===== config.mk =====
export PLATFORM = sky130hd
export DESIGN_NAME = multiword_sub_sequencer
export DESIGN_NICKNAME = d
export VERILOG_FILES = /design/src/rtl/multiword_sub_sequencer.sv
export SDC_FILE = /design/constraint.sdc
export NUM_CORES = 1
export LEC_CHECK = 0
export CAP_MARGIN = 25
export CORE_UTILIZATION = 49
export DETAILED_ROUTE_END_ITERATION = 12
export GPL_ROUTABILITY_DRIVEN = 0
export PLACE_DENSITY = 0.84
export SLEW_MARGIN = 20
export SYNTH_ARGS = -nofsm -noshare
export SYNTH_HDL_FRONTEND = slang
export SYNTH_SLANG_ARGS = --single-unit

===== constraint.sdc =====
create_clock -name clock -period 3.4 [get_ports clock]
set_clock_uncertainty 0.15 [all_clocks]
set_input_delay 0.68 -clock clock [delete_from_list [all_inputs] [get_ports clock]]
set_output_delay 0.68 -clock clock [all_outputs]
set_load 0.1 [all_outputs]

===== src/rtl/multiword_sub_sequencer.sv =====
// Word-serial multi-word subtractor: A - B streamed LS word first, one result word per accepted pair.
// Optional SUBSEQ_ZERO_FLAG_EN adds an all-words-zero accumulator that drives zeroOut on the last word.
//
// state | meaning
// IDLE  | waiting for word 0 of a new operation
// BUSY  | words 1..nrOfWords-1 of the current operation outstanding
module multiword_sub_sequencer #(
    parameter int nrOfBits  = 8,
    parameter int nrOfWords = 4
) (
    input  logic                clock,
    input  logic                reset_n,
    input  logic                clear,
    input  logic                in_valid,
    output logic                in_ready,
    input  logic [nrOfBits-1:0] dataA,
    input  logic [nrOfBits-1:0] dataB,
    output logic                out_valid,
    input  logic                out_ready,
    output logic [nrOfBits-1:0] result,
    output logic                out_last,
    output logic                borrowOut,
    output logic                zeroOut
);

    localparam int CNT_W = $clog2(nrOfWords);
    localparam logic [CNT_W-1:0] LAST_IDX = CNT_W'(nrOfWords - 1);

    typedef enum logic {IDLE, BUSY} state_t;

    state_t             state;
    logic [CNT_W-1:0]   word_cnt;
    logic               borrow_reg;
    logic               in_xfer;
    logic               first_word;
    logic               last_word;
    logic               borrow_in;
    logic [nrOfBits:0]  diff;

    assign in_ready   = (!out_valid || out_ready) && !clear;
    assign in_xfer    = in_valid && in_ready;
    assign first_word = (word_cnt == '0);
    assign last_word  = (word_cnt == LAST_IDX);
    assign borrow_in  = first_word ? 1'b0 : borrow_reg;
    // Extra MSB of the widened difference is the borrow out of this word.
    assign diff = {1'b0, dataA} - {1'b0, dataB} - {{nrOfBits{1'b0}}, borrow_in};

    always_ff @(posedge clock or negedge reset_n) begin
        if (!reset_n) begin
            state      <= IDLE;
            word_cnt   <= '0;
            borrow_reg <= 1'b0;
            out_valid  <= 1'b0;
            result     <= '0;
            out_last   <= 1'b0;
            borrowOut  <= 1'b0;
        end else if (clear) begin
            state      <= IDLE;
            word_cnt   <= '0;
            borrow_reg <= 1'b0;
            out_valid  <= 1'b0;
            out_last   <= 1'b0;
            borrowOut  <= 1'b0;
        end else if (in_xfer) begin
            result     <= diff[nrOfBits-1:0];
            out_valid  <= 1'b1;
            out_last   <= last_word;
            borrowOut  <= last_word & diff[nrOfBits];
            borrow_reg <= diff[nrOfBits];
            word_cnt   <= last_word ? '0 : word_cnt + 1'b1;
            case (state)
                IDLE:    if (first_word) state <= BUSY;
                BUSY:    if (last_word) state <= IDLE;
                default: state <= IDLE;
            endcase
        end else if (out_valid && out_ready) begin
            out_valid <= 1'b0;
        end
    end

`ifdef SUBSEQ_ZERO_FLAG_EN
    logic zero_acc;
    logic zero_next;

    assign zero_next = (first_word ? 1'b1 : zero_acc) & (diff[nrOfBits-1:0] == '0);

    always_ff @(posedge clock or negedge reset_n) begin
        if (!reset_n) begin
            zero_acc <= 1'b0;
            zeroOut  <= 1'b0;
        end else if (clear) begin
            zero_acc <= 1'b0;
            zeroOut  <= 1'b0;
        end else if (in_xfer) begin
            zero_acc <= zero_next;
            zeroOut  <= last_word & zero_next;
        end
    end
`else
    assign zeroOut = 1'b0;
`endif

endmodule


---- Word-level counts from Yosys, hierarchy flattened ----
Cells that the tools add are included.
operators by class
  shift-type cells ........................ 0
  divide/modulo/power cells ............... 0
  order comparisons ....................... 0
  reductions and logical operators ........ 10
  mux-type cells .......................... 13
  equality and inequality tests ........... 1
  bitwise gates (word level) .............. 2
  multiply operators ...................... 0
  add/subtract/negate cells ............... 3
operator list
  kind                                                            count
  1-bit 2-to-1 mux                                                10
  8-bit by 8-bit subtractor with 9-bit output                     1
  9-bit by 1-bit subtractor with 9-bit output                     1
  2-bit 2-to-1 mux                                                3
  1-bit logical AND                                               3
  3-bit nonzero test                                              1
  2-bit by 1-bit adder with 2-bit output (second input constant)  1
  2-bit == test (second input constant)                           1
  1-bit logical NOT                                               2
  2-bit logical NOT                                               1
  2-bit AND reduction                                             1
  2-bit nonzero test                                              1
  1-bit AND                                                       1
  1-bit logical OR                                                1
  1-bit inverter                                                  1
storage, ports and cells
  latch bits .............................. 0
  bits in read-only memories .............. 0
  register bits ........................... 14
  memory bits (writable) .................. 0
  memories ................................ 0
  output and inout bits ................... 13

---- Longest topological paths before layout ----
  depth after elaboration ................. 6
  mapped depth ............................ 11
  gate-level depth less buffers ........... 11

---- Worst setup path before layout ----
OpenSTA, ideal clock, no wires.
  kind .................................... reg-to-reg
  start ................................... register out_valid
  end ..................................... register result[3]
  library setup time ...................... 0.095 ns
  slack ................................... 0.177 ns
  data arrival time ....................... 2.977 ns
  stages on the path, launching flop included .. 6
  path buffers ............................ 1
  cell sequence ........................... dfrtp_1 -> nor2b_1 -> nor2_1 -> nand2_1 -> clkbuf_1 -> o31ai_1
between the ends
  cells in the longest elaborated chain, start to end .. 5
RTL lines
  item                                  RTL line  text
  start: declaration                    18        output logic out_valid,
  start signal: assignment              53        out_valid <= 1'b0;
  start signal: assignment              61        out_valid <= 1'b0;
  start signal: assignment              66        out_valid <= 1'b1;
  1-bit logical NOT                     40        assign in_ready = (!out_valid || out_ready) && !clear;
  1-bit logical OR                      40
  1-bit logical AND                     40
  named net in_ready                    15        output logic in_ready,
  1-bit logical AND                     41        assign in_xfer = in_valid && in_ready;
  2-bit AND reduction (no source line)  --
  end signal: assignment                65        result <= diff[nrOfBits-1:0];
  end: declaration                      20        output logic [nrOfBits-1:0] result,
The timed path passes the listed nets, and every way through them passes these cells.
A chain may end at the register's enable or synchronous reset.

---- Worst setup path after layout ----
  start ................................... input port dataA[5]
  end ..................................... register borrow_reg
between the ends
  cells in the longest elaborated chain, start to end .. 4
RTL lines
  item                                         RTL line  text
  start: declaration                           16        input logic [nrOfBits-1:0] dataA,
  8-bit by 8-bit subtractor with 9-bit output  46        assign diff = {1'b0, dataA} - {1'b0, dataB} - {{nrOfBits{1'b0}}, borrow_in};
  9-bit by 1-bit subtractor with 9-bit output  46
  1-bit 2-to-1 mux                             64        end else if (in_xfer) begin
  1-bit 2-to-1 mux                             57        end else if (clear) begin
  end signal: assignment                       69        borrow_reg <= diff[nrOfBits];
  end: declaration                             33        logic borrow_reg;
Every way passes these cells. The select of a mux whose other input is x is not followed.

==> impl_metrics.yaml <==
grt:
  grt-ovfl-total: 0
  grt_max_degree: 22
  antenna_found_initial: 0
  track_usage_pct: 21.1
  grt_pass1_wl_um: 3820
  grt_pass1_vias: 922
synthesis:
  synth_seq_cells: 14
  synthTopCellsByCount: "24 x inv_1, 16 x ha_1, 16 x nand2_1, 14 x dfrtp_1, 7 x o21ai_0"
  synth.most_common_cell: "inv_1"
  yosysWarnings: 0
  synthesis.area_um2: 1080
  synth_fp_nets: 164
  yosys-top-cells-area: "dfrtp_1 32%, ha_1 18%, inv_1 8.3%"
  synth_top_area_share_pct: 32.3
  async_flop_share_pct: 100
  synth_edf_count: 0
  ys_types: 32
  ys_dominant_reg_cell: "dfrtp_1"
  seq_area_frac_synth_pct: 32.3
  synth_area_leader_cell: "dfrtp_1"
  synthCells: 125
  syn_area_per_cell_um2: 8.67
timing:
  fin_tns_setup_ns: 0
  min_period_ns: 2.77
  rsz0062_at_grt: "no"
  timing.hold.ws_ns: 0.333
  setup_viol: 0
  finalWorstSetupSlack_ns: 0.631
  fmax_mhz: 361
  worst_slew_pin_slew_ns: 0.609
  hold_viol: 0
  final_max_slew_viol_count: 0
  layout_worst_path_cycle_share_pct: 81.4
  max-slew-margin-rel_pct: 59.3
floorplanning:
  die_x_um: 49.0
  rows: 16
  core_um2: 2020
  ios: 34
  dieArea_um2: 2400
  start_util_pct: 53.6
  fp.dieH_um: 49.0
cells_and_area:
  multi_input_area_um2: 628
  layoutNonFillerInstCount: 185
  syn2layout_area_growth_pct: 31.9
  drive_gt1_share_pct: 11.4
  fin_nets: 198
  diodes: 0
  ff_latch_area_um2: 350
  largest_register: "result"
  top_regs: "result (8), word_cnt (2)"
  largest_reg_flops: 8
  fillerInstances: 167
  fin_util_pct: 70.7
cts:
  cts-root-buf: "clkbuf_4"
  cts_sinks: 14
  cts_resized: 0
  clkTransAtPathRegs_ns: 0.08
  htreeDepth: 1
  hold_buffers: 0
  clock_latency_ns: 0.28
  cts_tree: "yes"
  cts_buffers: 3
  cts_setup_buffers: 0
  cts_buffer_depth: 2
drt:
  vias: 936
  via_per_inst: 5.06
  routedWlPerCell_um: 11.4
  drt_iter0_markers: 8
  firstDrtPassIters: 4
  drt-total-wl_um: 2120
  drcViolationCount: 0
  ant_nets: 0
pwr:
  irDropWorstVdd_v: 0.000398
  swShare_pct: 49.8
  combPwrFrac_pct: 55.7
  pwr-share-clk_pct: 16.1
  seq_power_share_pct: 28.2
  pwr_density_cell_nw_per_um2: 527
  p_leak_uw: 0.000747
  switchingPower_uw: 374
  p_int_uw: 378
setup_path:
  critical_path_class: "primary input to flop"
  arrival_ns: 2.77
  critical_path.top_delay_family: "compound AO/OA/AOI/OAI gates"
  critPathMaxStageDelay_ns: 0.45
  worstPathCellList: "clkdlybuf4s50_1 -> inv_1 -> ha_1 -> inv_1 -> ha_1 -> a21o_1 -> a21o_1 -> a221oi_2 -> xnor2_1 -> o21ai_1"
  cp-end-kind: "flop"
  path_max_fanout: 6
  critical_path_required_ns: 3.40
  cp_slowest_cell: "clkdlybuf4s50_1"
  path_buf_inv: 3
  cp-start-kind: "primary input"
placed_design:
  dpl_worst_slack_ns: 0.338
  dp_cells: 181
  dp_hpwl_um: 1760
  numPortBuffers: 32
min_path:
  min_path_type: "flop to flop"
run:
  maxCapViolCount: 0
run_status:
  status: "complete, no violations"
[metrics by stage]
stage	area, um2	total power, uW
after floorplan	1080	533
after global placement	1390	624
after detailed placement	1390	636
after CTS	1430	757
after global routing	1430	793
final	1430	752
[routing by layer]
layer	vias up	GRT usage [%]	routed length [um]
met3	5	3.43	94
met2	33	38.7	1080
met4	0	11.3	43
met1	419	23.0	903
li1	479	-	-
met5	-	0	0
[worst reg2reg max path: stages, from the launching register on]
cell      delay [ns]
dfrtp_1         0.39
inv_1           0.07
ha_1            0.18
nand2b_1        0.15
fa_1            0.52
inv_1           0.06
ha_1            0.17
o21ai_0         0.16
a21oi_1         0.09
a211oi_1        0.26
xor2_1          0.18
o21ai_1         0.07
[final timing paths]
path | startpoint | endpoint | slack, ns | cells past startpoint
setup / recovery | dataA[5] | borrow_reg | 0.63 | 10
hold / removal | result[1] | result[1] | 0.33 | 2
setup reg to reg | word_cnt[0] | result[5] | 0.80 | 11
hold reg to reg | result[1] | result[1] | 0.33 | 2
max in group asynchronous | reset_n | result[4] | 2.09 | 1
min in group asynchronous | reset_n | result[1] | 0.62 | 1
[layout make-up]
type / instances / share of cell area (%)
sequential: 14 / 24.5
tap: 27 / 2.36
multi-input combinational: 84 / 44.0
clock buffer: 4 / 2.54
inverter: 24 / 6.30
timing repair buffer: 32 / 20.3
[cells by family after synthesis]
| group | synth area share, % |
|---|---|
| compound gates | 15.5 |
| simple gates | 15.1 |
| other cells | 0.346 |
| xor+xnor | 4.85 |
| fa+ha+maj | 22.2 |
| flops | 32.3 |
| buf+inv | 9.70 |
[power by group through the flow]
stage	combinational [uW]	clock [uW]	sequential [uW]
floorplan	130	0	403
global placement	410	0	214
detailed placement	420	0	216
CTS	421	123	213
global route	448	130	216
finish	419	121	212
[cells in the final DEF, fill, tap and decap left out, types with 2 or more instances in the layout]
master           synthesis  routed
a21o_1                   2       2
a21oi_1                  4       4
buf_4                    1      12
clkbuf_4                 0       3
clkdlybuf4s50_1          0      20
dfrtp_1                 14      14
fa_1                     2       2
ha_1                    16      16
inv_1                   24      24
nand2_1                 16      16
nand3b_1                 3       3
nor2_1                   5       5
o21ai_0                  7       7
o21ai_1                  3       3
o31ai_1                  4       4
xnor2_1                  2       2
xor2_1                   4       4
Note: power is estimated with default switching activity, not from simulation.
